**config.mk**
```make
export PLATFORM = sky130hd
export DESIGN_NAME = fixed_div_unit
export DESIGN_NICKNAME = d
export VERILOG_FILES = /design/src/rtl/fixed_div_unit.sv
export SDC_FILE = /design/constraint.sdc
export NUM_CORES = 1
export LEC_CHECK = 0
export CAP_MARGIN = 20
export CORE_AREA = 5 5 162 164
export DETAILED_ROUTE_END_ITERATION = 10
export DIE_AREA = 0 0 167 169
export PLACE_DENSITY_LB_ADDON = 0.1
export REMOVE_ABC_BUFFERS = 1
export SLEW_MARGIN = 20
export SYNTH_ARGS = -nofsm -noshare
export SYNTH_HDL_FRONTEND = slang
export SYNTH_SLANG_ARGS = --single-unit
```
**constraint.sdc**
```tcl
create_clock -name clk -period 4.1 [get_ports clk]
set_input_delay 0.41 -clock clk [delete_from_list [all_inputs] [get_ports clk]]
set_output_delay 0.41 -clock clk [all_outputs]
set_load 0.05 [all_outputs]
```
**src/rtl/fixed_div_unit.sv**
```systemverilog
// Iterative signed fixed-point divider: (dividend << FRAC) / divisor, one quotient
// bit per cycle, saturating on overflow and flagging divide-by-zero.
module fixed_div_unit #(
    parameter int WIDTH = 32,
    parameter int FRAC  = 16
) (
    input  logic             clk,
    input  logic             resetn,
    output logic             s_ready,
    input  logic             s_divisor_valid,
    input  logic [WIDTH-1:0] s_divisor_data,
    input  logic             s_dividend_valid,
    input  logic [WIDTH-1:0] s_dividend_data,
    output logic             m_valid,
    input  logic             m_ready,
    output logic [WIDTH-1:0] m_data,
    output logic             m_div0,
    output logic             m_ovf
);
    localparam int NW = WIDTH + FRAC;
    localparam int CW = $clog2(NW);
    localparam logic [WIDTH-1:0] POS_MAX = {1'b0, {(WIDTH-1){1'b1}}};
    localparam logic [WIDTH-1:0] NEG_MIN = {1'b1, {(WIDTH-1){1'b0}}};
    localparam logic [NW-1:0]    HALF    = {{FRAC{1'b0}}, 1'b1, {(WIDTH-1){1'b0}}};

    typedef enum logic [1:0] {IDLE, CALC, DONE} state_t;

    state_t           state_q;
    logic             s_ready_q;
    logic             m_valid_q;
    logic             m_div0_q;
    logic             m_ovf_q;
    logic [WIDTH-1:0] m_data_q;
    logic             sign_q;
    logic             div0_q;
    logic             fin_q;
    logic [NW-1:0]    num_q;
    logic [WIDTH-1:0] den_q;
    logic [WIDTH-1:0] rem_q;
    logic [CW-1:0]    cnt_q;

    logic             accept_d;
    logic [WIDTH-1:0] abs_dvd_d;
    logic [WIDTH-1:0] abs_dvs_d;
    logic [WIDTH:0]   trial_d;
    logic             q_bit_d;
    logic [WIDTH-1:0] rem_d;
    logic [WIDTH-1:0] res_data_d;
    logic             res_ovf_d;

    always_comb begin
        // NOTE: every signal driven here gets a default first so no latch is inferred.
        accept_d   = s_ready_q && s_divisor_valid && s_dividend_valid;
        abs_dvd_d  = s_dividend_data[WIDTH-1] ? -s_dividend_data : s_dividend_data;
        abs_dvs_d  = s_divisor_data[WIDTH-1]  ? -s_divisor_data  : s_divisor_data;
        trial_d    = {rem_q, num_q[NW-1]};
        q_bit_d    = trial_d >= {1'b0, den_q};
        rem_d      = q_bit_d ? WIDTH'(trial_d - {1'b0, den_q}) : trial_d[WIDTH-1:0];
        res_data_d = num_q[WIDTH-1:0];
        res_ovf_d  = 1'b0;

        // num_q holds the quotient magnitude once the iterations finish; for div0 it
        // still holds the shifted dividend magnitude, so zero there means zero dividend.
        if (div0_q) begin
            if (sign_q)
                res_data_d = NEG_MIN;
            else if (num_q == '0)
                res_data_d = '0;
            else
                res_data_d = POS_MAX;
        end else if (!sign_q) begin
            if (num_q >= HALF) begin
                res_data_d = POS_MAX;
                res_ovf_d  = 1'b1;
            end
        end else begin
            if (num_q > HALF) begin
                res_data_d = NEG_MIN;
                res_ovf_d  = 1'b1;
            end else begin
                res_data_d = -num_q[WIDTH-1:0];
            end
        end
    end

    // NOTE: all state uses <= so every register samples pre-edge values.
    always_ff @(posedge clk or negedge resetn) begin
        if (!resetn) begin
            state_q   <= IDLE;
            s_ready_q <= 1'b0;
            m_valid_q <= 1'b0;
            m_div0_q  <= 1'b0;
            m_ovf_q   <= 1'b0;
            m_data_q  <= '0;
            sign_q    <= 1'b0;
            div0_q    <= 1'b0;
            fin_q     <= 1'b0;
            num_q     <= '0;
            den_q     <= '0;
            rem_q     <= '0;
            cnt_q     <= '0;
        end else begin
            case (state_q)
                IDLE: begin
                    s_ready_q <= 1'b1;
                    if (accept_d) begin
                        state_q   <= CALC;
                        s_ready_q <= 1'b0;
                        sign_q    <= s_dividend_data[WIDTH-1] ^ s_divisor_data[WIDTH-1];
                        num_q     <= {abs_dvd_d, {FRAC{1'b0}}};
                        den_q     <= abs_dvs_d;
                        rem_q     <= '0;
                        cnt_q     <= CW'(NW - 1);
                        div0_q    <= (s_divisor_data == '0);
                        fin_q     <= (s_divisor_data == '0);
                    end
                end
                CALC: begin
                    if (fin_q) begin
                        state_q   <= DONE;
                        m_valid_q <= 1'b1;
                        m_data_q  <= res_data_d;
                        m_div0_q  <= div0_q;
                        m_ovf_q   <= res_ovf_d;
                    end else begin
                        rem_q <= rem_d;
                        num_q <= {num_q[NW-2:0], q_bit_d};
                        cnt_q <= cnt_q - CW'(1);
                        if (cnt_q == '0)
                            fin_q <= 1'b1;
                    end
                end
                DONE: begin
                    if (m_ready) begin
                        state_q   <= IDLE;
                        s_ready_q <= 1'b1;
                        m_valid_q <= 1'b0;
                        m_div0_q  <= 1'b0;
                        m_ovf_q   <= 1'b0;
                    end
                end
                default: state_q <= IDLE;
            endcase
        end
    end

    assign s_ready = s_ready_q;
    assign m_valid = m_valid_q;
    assign m_data  = m_data_q;
    assign m_div0  = m_div0_q;
    assign m_ovf   = m_ovf_q;

endmodule

```
Yosys cells after proc, flatten, opt, wreduce, memory -nomap -nowiden
Cells that the tools add are included.
{"block": "classes", "add_sub_neg": 5, "magnitude_cmp": 3, "eq_ne": 6, "n_mux": 40, "bitwise": 1, "n_reduce_logical": 16}
{"cell": "32-bit 2-to-1 mux", "n": 10}
{"cell": "48-bit 2-to-1 mux", "n": 2}
{"cell": "32-bit negator", "n": 3}
{"cell": "48-bit one-hot mux with 2 select lines", "n": 1}
{"cell": "32-bit one-hot mux with 2 select lines", "n": 1}
{"cell": "48-bit by 32-bit greater-or-equal comparator with 1-bit output, second input constant", "n": 1}
{"cell": "48-bit by 32-bit greater-than comparator with 1-bit output, second input constant", "n": 1}
{"cell": "48-bit zero test", "n": 1}
{"cell": "33-bit by 32-bit greater-or-equal comparator with 1-bit output", "n": 1}
{"cell": "32-bit zero test", "n": 1}
{"cell": "32-bit subtractor", "n": 1}
{"cell": "31-bit 2-to-1 mux", "n": 1}
{"cell": "1-bit 2-to-1 mux", "n": 13}
{"cell": "6-bit 2-to-1 mux", "n": 2}
{"cell": "6-bit one-hot mux with 2 select lines", "n": 1}
{"cell": "1-bit one-hot mux with 2 select lines", "n": 5}
{"cell": "3-bit AND reduction", "n": 3}
{"cell": "2-bit != test, second input constant", "n": 4}
{"cell": "2-bit AND reduction", "n": 4}
{"cell": "6-bit zero test", "n": 1}
{"cell": "2-bit 2-to-1 mux", "n": 3}
{"cell": "2-bit one-hot mux with 3 select lines", "n": 1}
{"cell": "2-bit nonzero test", "n": 3}
{"cell": "6-bit by 1-bit subtractor with 6-bit output, second input constant", "n": 1}
{"cell": "other kinds (5)", "n": 6}
{"block": "word_totals", "reg_bits": 159, "in_bits": 69, "out_inout_bits": 36, "word_cells": 84}

Depth between registers and ports, before layout
Gate-level depths: netlist of the first run.
{"block": "depth", "depth_word": 6, "depth_mapped": 14, "ltp_nobuf": 12}

Least setup slack after synthesis of the first run
Ideal clock, no wire load.
{"block": "synth_timing", "path_type": "input to register", "from": "in s_divisor_data[8]", "to": "reg den_q[30]", "setup_ns": 0.130, "t_arrival_ns": 2.933, "required_ns": 3.970, "slack_ns": 1.038, "path_stages": 8, "path_buffers": 0, "cell_sequence": "or4_4 -> nor4_4 -> or3b_1 -> or4_4 -> or3_4 -> o41ai_2 -> xor2_1 -> o21ai_1"}
{"block": "synth_via", "elab_chain_cells": 2}
{"item": "from (decl)", "line": "11", "source": "input logic [WIDTH-1:0] s_divisor_data,"}
{"item": "32-bit negator", "line": "55", "source": "abs_dvs_d = s_divisor_data[WIDTH-1] ? -s_divisor_data : s_divisor_data;"}
{"item": "32-bit 2-to-1 mux", "line": "55"}
{"item": "to (signal assigned)", "line": "111", "source": "den_q <= abs_dvs_d;"}
{"item": "to (decl)", "line": "38", "source": "logic [WIDTH-1:0] den_q;"}
No other way between the ends.
A chain may end at the register's enable or synchronous reset.

Worst setup path in the final report of the first run
{"block": "layout_timing", "from": "reg num_q[1]", "to": "reg m_data_q[8] (netlist: m_data[8])"}
{"block": "layout_via", "elab_chain_cells": 4, "word_cells_on_any_way": 10, "cone_classes": "add/sub (1); order compare (2); mux (6); reduce/logical (1)"}
{"item": "from (decl)", "line": "37", "source": "logic [NW-1:0] num_q;"}
{"item": "from (signal assigned)", "line": "110", "source": "num_q <= {abs_dvd_d, {FRAC{1'b0}}};"}
{"item": "from (signal assigned)", "line": "127", "source": "num_q <= {num_q[NW-2:0], q_bit_d};"}
{"item": "48-bit by 32-bit greater-or-equal comparator with 1-bit output, or another cell as far along", "line": "72", "source": "if (num_q >= HALF) begin"}
{"item": "32-bit 2-to-1 mux, or another cell as far along", "line": "72"}
{"item": "32-bit 2-to-1 mux (on tied branches)", "line": "71, 65"}
{"item": "32-bit 2-to-1 mux *", "line": "64", "source": "if (div0_q) begin"}
{"item": "to (signal assigned)", "line": "122", "source": "m_data_q <= res_data_d;"}
{"item": "to (decl)", "line": "33", "source": "logic [WIDTH-1:0] m_data_q;"}
Mark *: on every way between the ends. The rest lies on a longest branch, timed or not.

==> results of run 1 <==
==> layout by cell type, fill, tap and decap left out, drive strengths merged, types with 14 or more instances in the layout <==
| cell | count |
|---|---|
| a21oi | 127 |
| buf | 22 |
| clkbuf | 17 |
| clkdlybuf4s50 | 103 |
| dfrtp | 159 |
| ha | 37 |
| inv | 60 |
| nand2 | 169 |
| nand2b | 14 |
| nand3 | 45 |
| nor2 | 104 |
| nor3 | 32 |
| nor4 | 16 |
| o21ai | 166 |
| o31ai | 22 |
| or4 | 18 |
| xnor2 | 29 |
| xor2 | 61 |
==> cell families after synthesis <==
group,share of synthesized area [%]
simple gates,20.9
compound gates,23.6
flops,37.6
buf+inv,4.69
xor+xnor,7.45
fa+ha+maj,4.56
mux,1.23
==> power breakdown <==
group / leakage, nW / internal [mW] / switching (mW)
Clock: 0.276 / 0.844 / 0.695
Combinational: 3.10 / 2.29 / 3.77
Sequential: 1.95 / 2.21 / 0.616
==> metrics by stage <==
step	util, %	hold WS [ps]	setup slack [ps]	setup TNS (ps)	total power [mW]
floorplan	-	114	-874	-22560	7.05
global placement	48.3	464	340	0	8.84
detailed placement	48.3	471	279	0	8.90
CTS	50.6	134	622	0	10.5
global route	50.6	177	336	0	11.3
finish	50.6	102	589	0	10.4
==> final timing paths <==
path	from	endpoint	slack, ps	cells after the start
max reg2reg	num_q[1]	m_data[8]	590	11
min in group clk	den_q[22]	den_q[22]	480	2
min	resetn	den_q[25]	100	1
max in group asynchronous	resetn	rem_q[3]	3140	2
min reg2reg	den_q[22]	den_q[22]	480	2
max	num_q[1]	m_data[8]	590	11
==> cell type report <==
| type | count | area share (%) |
|---|---|---|
| inverter | 55 | 1.65 |
| multi-input combinational | 1026 | 49.0 |
| timing repair buffer | 125 | 9.79 |
| tap | 330 | 3.30 |
| clock buffer | 17 | 3.40 |
| sequential | 159 | 31.8 |
| clock inverter | 15 | 1.07 |
==> metal layers <==
layer	share of wire, %	track usage (%)
met1	50	29.4
met3	3.3	2.94
met4	0.97	3.91
met2	45	32.7
met5	0	0
==> registers in the layout, summed over array words and instances, names as in the netlist, 2 cells and up <==
name / cells
den_q: 32
num_q: 48
rem_q: 32
cnt_q: 6
state_q: 2
m_data: 32
==> results.toml, run 1 <==
[outcome]
outcome = "complete, no violations"

[power]
p_per_area_nw_per_um2 = 833
p_leak_nw = 5.33
peakVddDrop_mv = 0.355

[yosys]
synthArstFlopShare_pct = 100
yosys-top-cells-area = "dfrtp_1 (38%), o21ai_0 (7.6%), nand2_1 (6.0%)"
netlist_top_cells_count = "nand2_1 (169), o21ai_0 (161), dfrtp_1 (159)"
yosysMostFrequentCell = "nand2_1"
syn_area_per_cell_um2 = 8.03
synth_edf_count = 0
yosys.area.top_type = "dfrtp_1"
ys_seq_area_share_pct = 37.6
synth_area_um2 = 10600
ys.flop_type = "dfrtp_1"
synth.distinct_cells = 61
synth-seq-cells = 159
yosysTopAreaCellShare_pct = 37.6
syn_inst = 1317
yosysWarningCount = 0

[sta]
fin_skew_ps = 11.3
slew_headroom_pct = 36.9
hold_viol = 0
setup_viol = 0
fin_crit_ps = 3510
rsz0062_at_grt = "false"
timing.fmax_ghz = 0.285
slew_viol_final = 0
final.period_utilization_pct = 85.6
worst_pin_slew_ps = 946

[clock_network]
cts.sinks = 159
postCtsHoldBufs = 0
post_cts_resized = 0
post-cts-setup-buffer-count = 0
cts.clk_slew.worst_paths_ps = 70
cts_max_path_buffers = 2
cts-root-buf = "clkbuf_16"
htreeDepth = 4
cts_tree = "built"
cts_made_buffers = 17
clkLatencyLatePin_ps = 430

[drt]
ant_nets = 0
drc_errors = 0
drt-initial-drc-count = 665
drt_pre_antenna_iters = 6
wl_mm = 28.7
wl_per_cell_um = 16.6
vias = 9694
vias_per_cell = 5.61

[global_route]
gr-total-overflow = 0
grt_pass1_wl_mm = 47.4
grt_max_degree = 100
grt_pass1_vias = 9114
grtUsageTotal_pct = 20.3
antenna_found_initial = 0

[floorplan]
core_um2 = 24700
dieHeight_um = 169
ios = 105
num_rows = 58
die_w_um = 167
floorplan.initialDensity_pct = 42.8
dieArea_um2 = 28200

[layout]
antenna_cells = 0
regArea_um2 = 3980
area_delta_synth_final_pct = 18.2
nNetsFinal = 1491
fillers = 2470
final_cells = 1727
drive_gt1_share_pct = 5.94
multi_input_area_um2 = 6130
fin_area_um2 = 12500

[setup_path]
critPathLaunchType = "register"
critPathKind = "register to register"
cpPeakStageDelay_ps = 500
cpLargestDelayFamily = "simple AND/OR/NAND/NOR gates"
required_ps = 4420
path_cells = "inv_1 > ha_1 > nor3b_1 > nand4_1 > or4_1 > nor4_1 > o21ai_0 > a21oi_2 > buf_4 > o31ai_1 > o22a_1"
cp_max_fo = 10
cp_slowest_cell = "or4_1"
critPathBufInv = 2
endpoint_kind = "register"
arrival_ps = 3830

[worst_hold_path]
hp-class = "primary input to asynchronous set/reset pin"

[placed_design]
port-buffer-count = 104
place_hpwl_mm = 21.0
dp.cells = 1695
placed_area_um2 = 12000
gp_congestion = 0.878

[run]
drv_cap = 0
Note: power is estimated with default switching activity, not from simulation.
==> run 2: changes to the inputs <==
CORE_AREA = 2 2 265 136   (was 5 5 162 164)
DIE_AREA = 0 0 267 138   (was 0 0 167 169)
==> results.toml, run 2 (synthesized netlist as in run 1, its figures left out) <==
[outcome]
outcome = "complete, no violations"

[floorplan]
dieArea_um2 = 36800
dieHeight_um = 138
floorplan.initialDensity_pct = 30.2
ios = 105
core_um2 = 35000
num_rows = 49
die_w_um = 267

[run]
drv_cap = 0

[layout]
nNetsFinal = 1505
area_delta_synth_final_pct = 20.9
fillers = 3622
final_common_cell = "nand2_1"
final_cells = 1895
antenna_cells = 0
regArea_um2 = 3980
final_cell_mix = "nand2_1 (169), o21ai_0 (161), dfrtp_1 (159), a21oi_1 (124), clkdlybuf4s50_1 (103)"
drive_gt1_share_pct = 6.66
largest_reg_flops = 48
utilization_pct = 36.6
regMostFlops = "num_q"
multi_input_area_um2 = 6140

[setup_path]
path_cells = "inv_1 > ha_1 > fa_1 > nand2b_1 > a21o_1 > and2_1 > o311ai_0 > buf_4 > a41oi_1 > o21ai_0 > o21ai_0 > xor2_1 > o21ai_0"
cpPeakStageDelay_ps = 450
required_ps = 4460
cp_max_fo = 4
arrival_ps = 4000
endpoint_kind = "register"
rrSetupSlack_ps = 460
cp_slowest_cell = "dfrtp_1"
critPathKind = "register to register"
path_common_cell = "o21ai_0"
critPathLaunchType = "register"

[clock_network]
cts-root-buf = "clkbuf_16"
cts_made_buffers = 17
cts.clk_slew.worst_paths_ps = 60
cts_max_path_buffers = 2
htreeDepth = 4
cts_tree = "built"
clkLatencyLatePin_ps = 440
cts.sinks = 159

[sta]
timing.fmax_ghz = 0.274
fin_crit_ps = 3640
setup_viol = 0
slew_viol_final = 0
rsz0062_at_grt = "false"
hold_viol = 0
fin_skew_ps = 8.82
final.period_utilization_pct = 88.9
worst_pin_slew_ps = 1080
slew_headroom_pct = 28.3

[power]
p_leak_nw = 5.37
p_per_area_nw_per_um2 = 854
power.total_mw = 10.9
peakVddDrop_mv = 0.424

[placed_design]
place_hpwl_mm = 26.5
dp.cells = 1862
port-buffer-count = 104
gp_congestion = 0.866

[global_route]
grt_max_degree = 73
gr-total-overflow = 0
antenna_found_initial = 1
grt_pass1_vias = 9167
grt_pass1_wl_mm = 55.2
grtUsageTotal_pct = 19.4

[drt]
ant_nets = 0
vias = 9903
drc_errors = 0
vias_per_cell = 5.23
drt_pre_antenna_iters = 5
drt-initial-drc-count = 843
wl_mm = 34.8
wl_per_cell_um = 18.4

[worst_hold_path]
hp-class = "register to register"
## run 2: cell count changes in the layout (fill, tap and decap cells not counted), sizes merged
cell         change
dlygate4sd3      +1
inv              -6
clkinv           -1
clkinvlp         +3
clkbuf           +4
buf             +13
## run 2: critical path, delay by kind of cell (launching register included)
| kind | cells | cell delay [ps] |
|---|---|---|
| xor gates and xnor gates | 1 | 160 |
| and+or+nand+nor | 2 | 350 |
| buffers and inverters | 2 | 380 |
| AOI/OAI and AO/OA | 6 | 1520 |
| adders and majority gates | 2 | 680 |
| DFF | 1 | 450 |
## run 2: report_power, final
group	internal [mW]	total [mW]	leakage, nW	switching, mW
clock	0.845	1.53	0.255	0.686
sequential	2.21	2.84	1.95	0.633
combinational	2.40	6.55	3.16	4.15
total	5.45	10.9	5.37	5.47
## run 2: area by class of cell
class,instances,share of cell area (%)
Inverter,55,1.61
Multi-Input combinational cell,1026,48.0
Tap cell,484,4.73
Timing Repair Buffer,139,10.3
Clock inverter,11,0.724
Sequential cell,159,31.1
Clock buffer,21,3.52
## run 2: metal layers
metal  vias up  share of wire, %  track usage, %
met5         -                 0               0
met4         0              0.84            3.25
met3        23               5.9            4.03
met2       272                34            22.1
met1      4745                59            34.5
li1       4863                 -               -
## run 2: through the flow
step | setup TNS (ps) | worst slack [ps] | hold WS, ps | cell area, um^2
3_3_place_gp | 0 | 169 | 468 | 12200
3_5_place_dp | 0 | 194 | 467 | 12200
2_1_floorplan | -22560 | -874 | 114 | 10300
6_report | 0 | 456 | 476 | 12800
4_1_cts | 0 | 391 | 488 | 12800
5_1_grt | 0 | 130 | 503 | 12800
## run 2: worst paths after layout
| kind | start | end | cells after the start |
|---|---|---|---|
| worst max-delay path | num_q[47] | rem_q[30] | 13 |
| worst min-delay path | den_q[19] | den_q[19] | 2 |
| worst max register to register | num_q[47] | rem_q[30] | 13 |
| worst min register to register | den_q[19] | den_q[19] | 2 |
| max in group asynchronous | resetn | rem_q[19] | 3 |
| min in group asynchronous | resetn | den_q[8] | 2 |
## run 2: timing repair
item / 4_1_cts / 5_1_grt
hold buffers: 1 / 0
endpoints found under the setup margin: 0 / 15
gates resized for setup: 0 / 1
buffers inserted: 0 / 0
endpoints found under the hold margin: 9 / 0
==> run 3: changes to the inputs <==
SKIP_LAST_GASP = 1   (was unset)
==> results of run 3 <==
The final DEF is identical to that of run 2; final timing and power are the same.
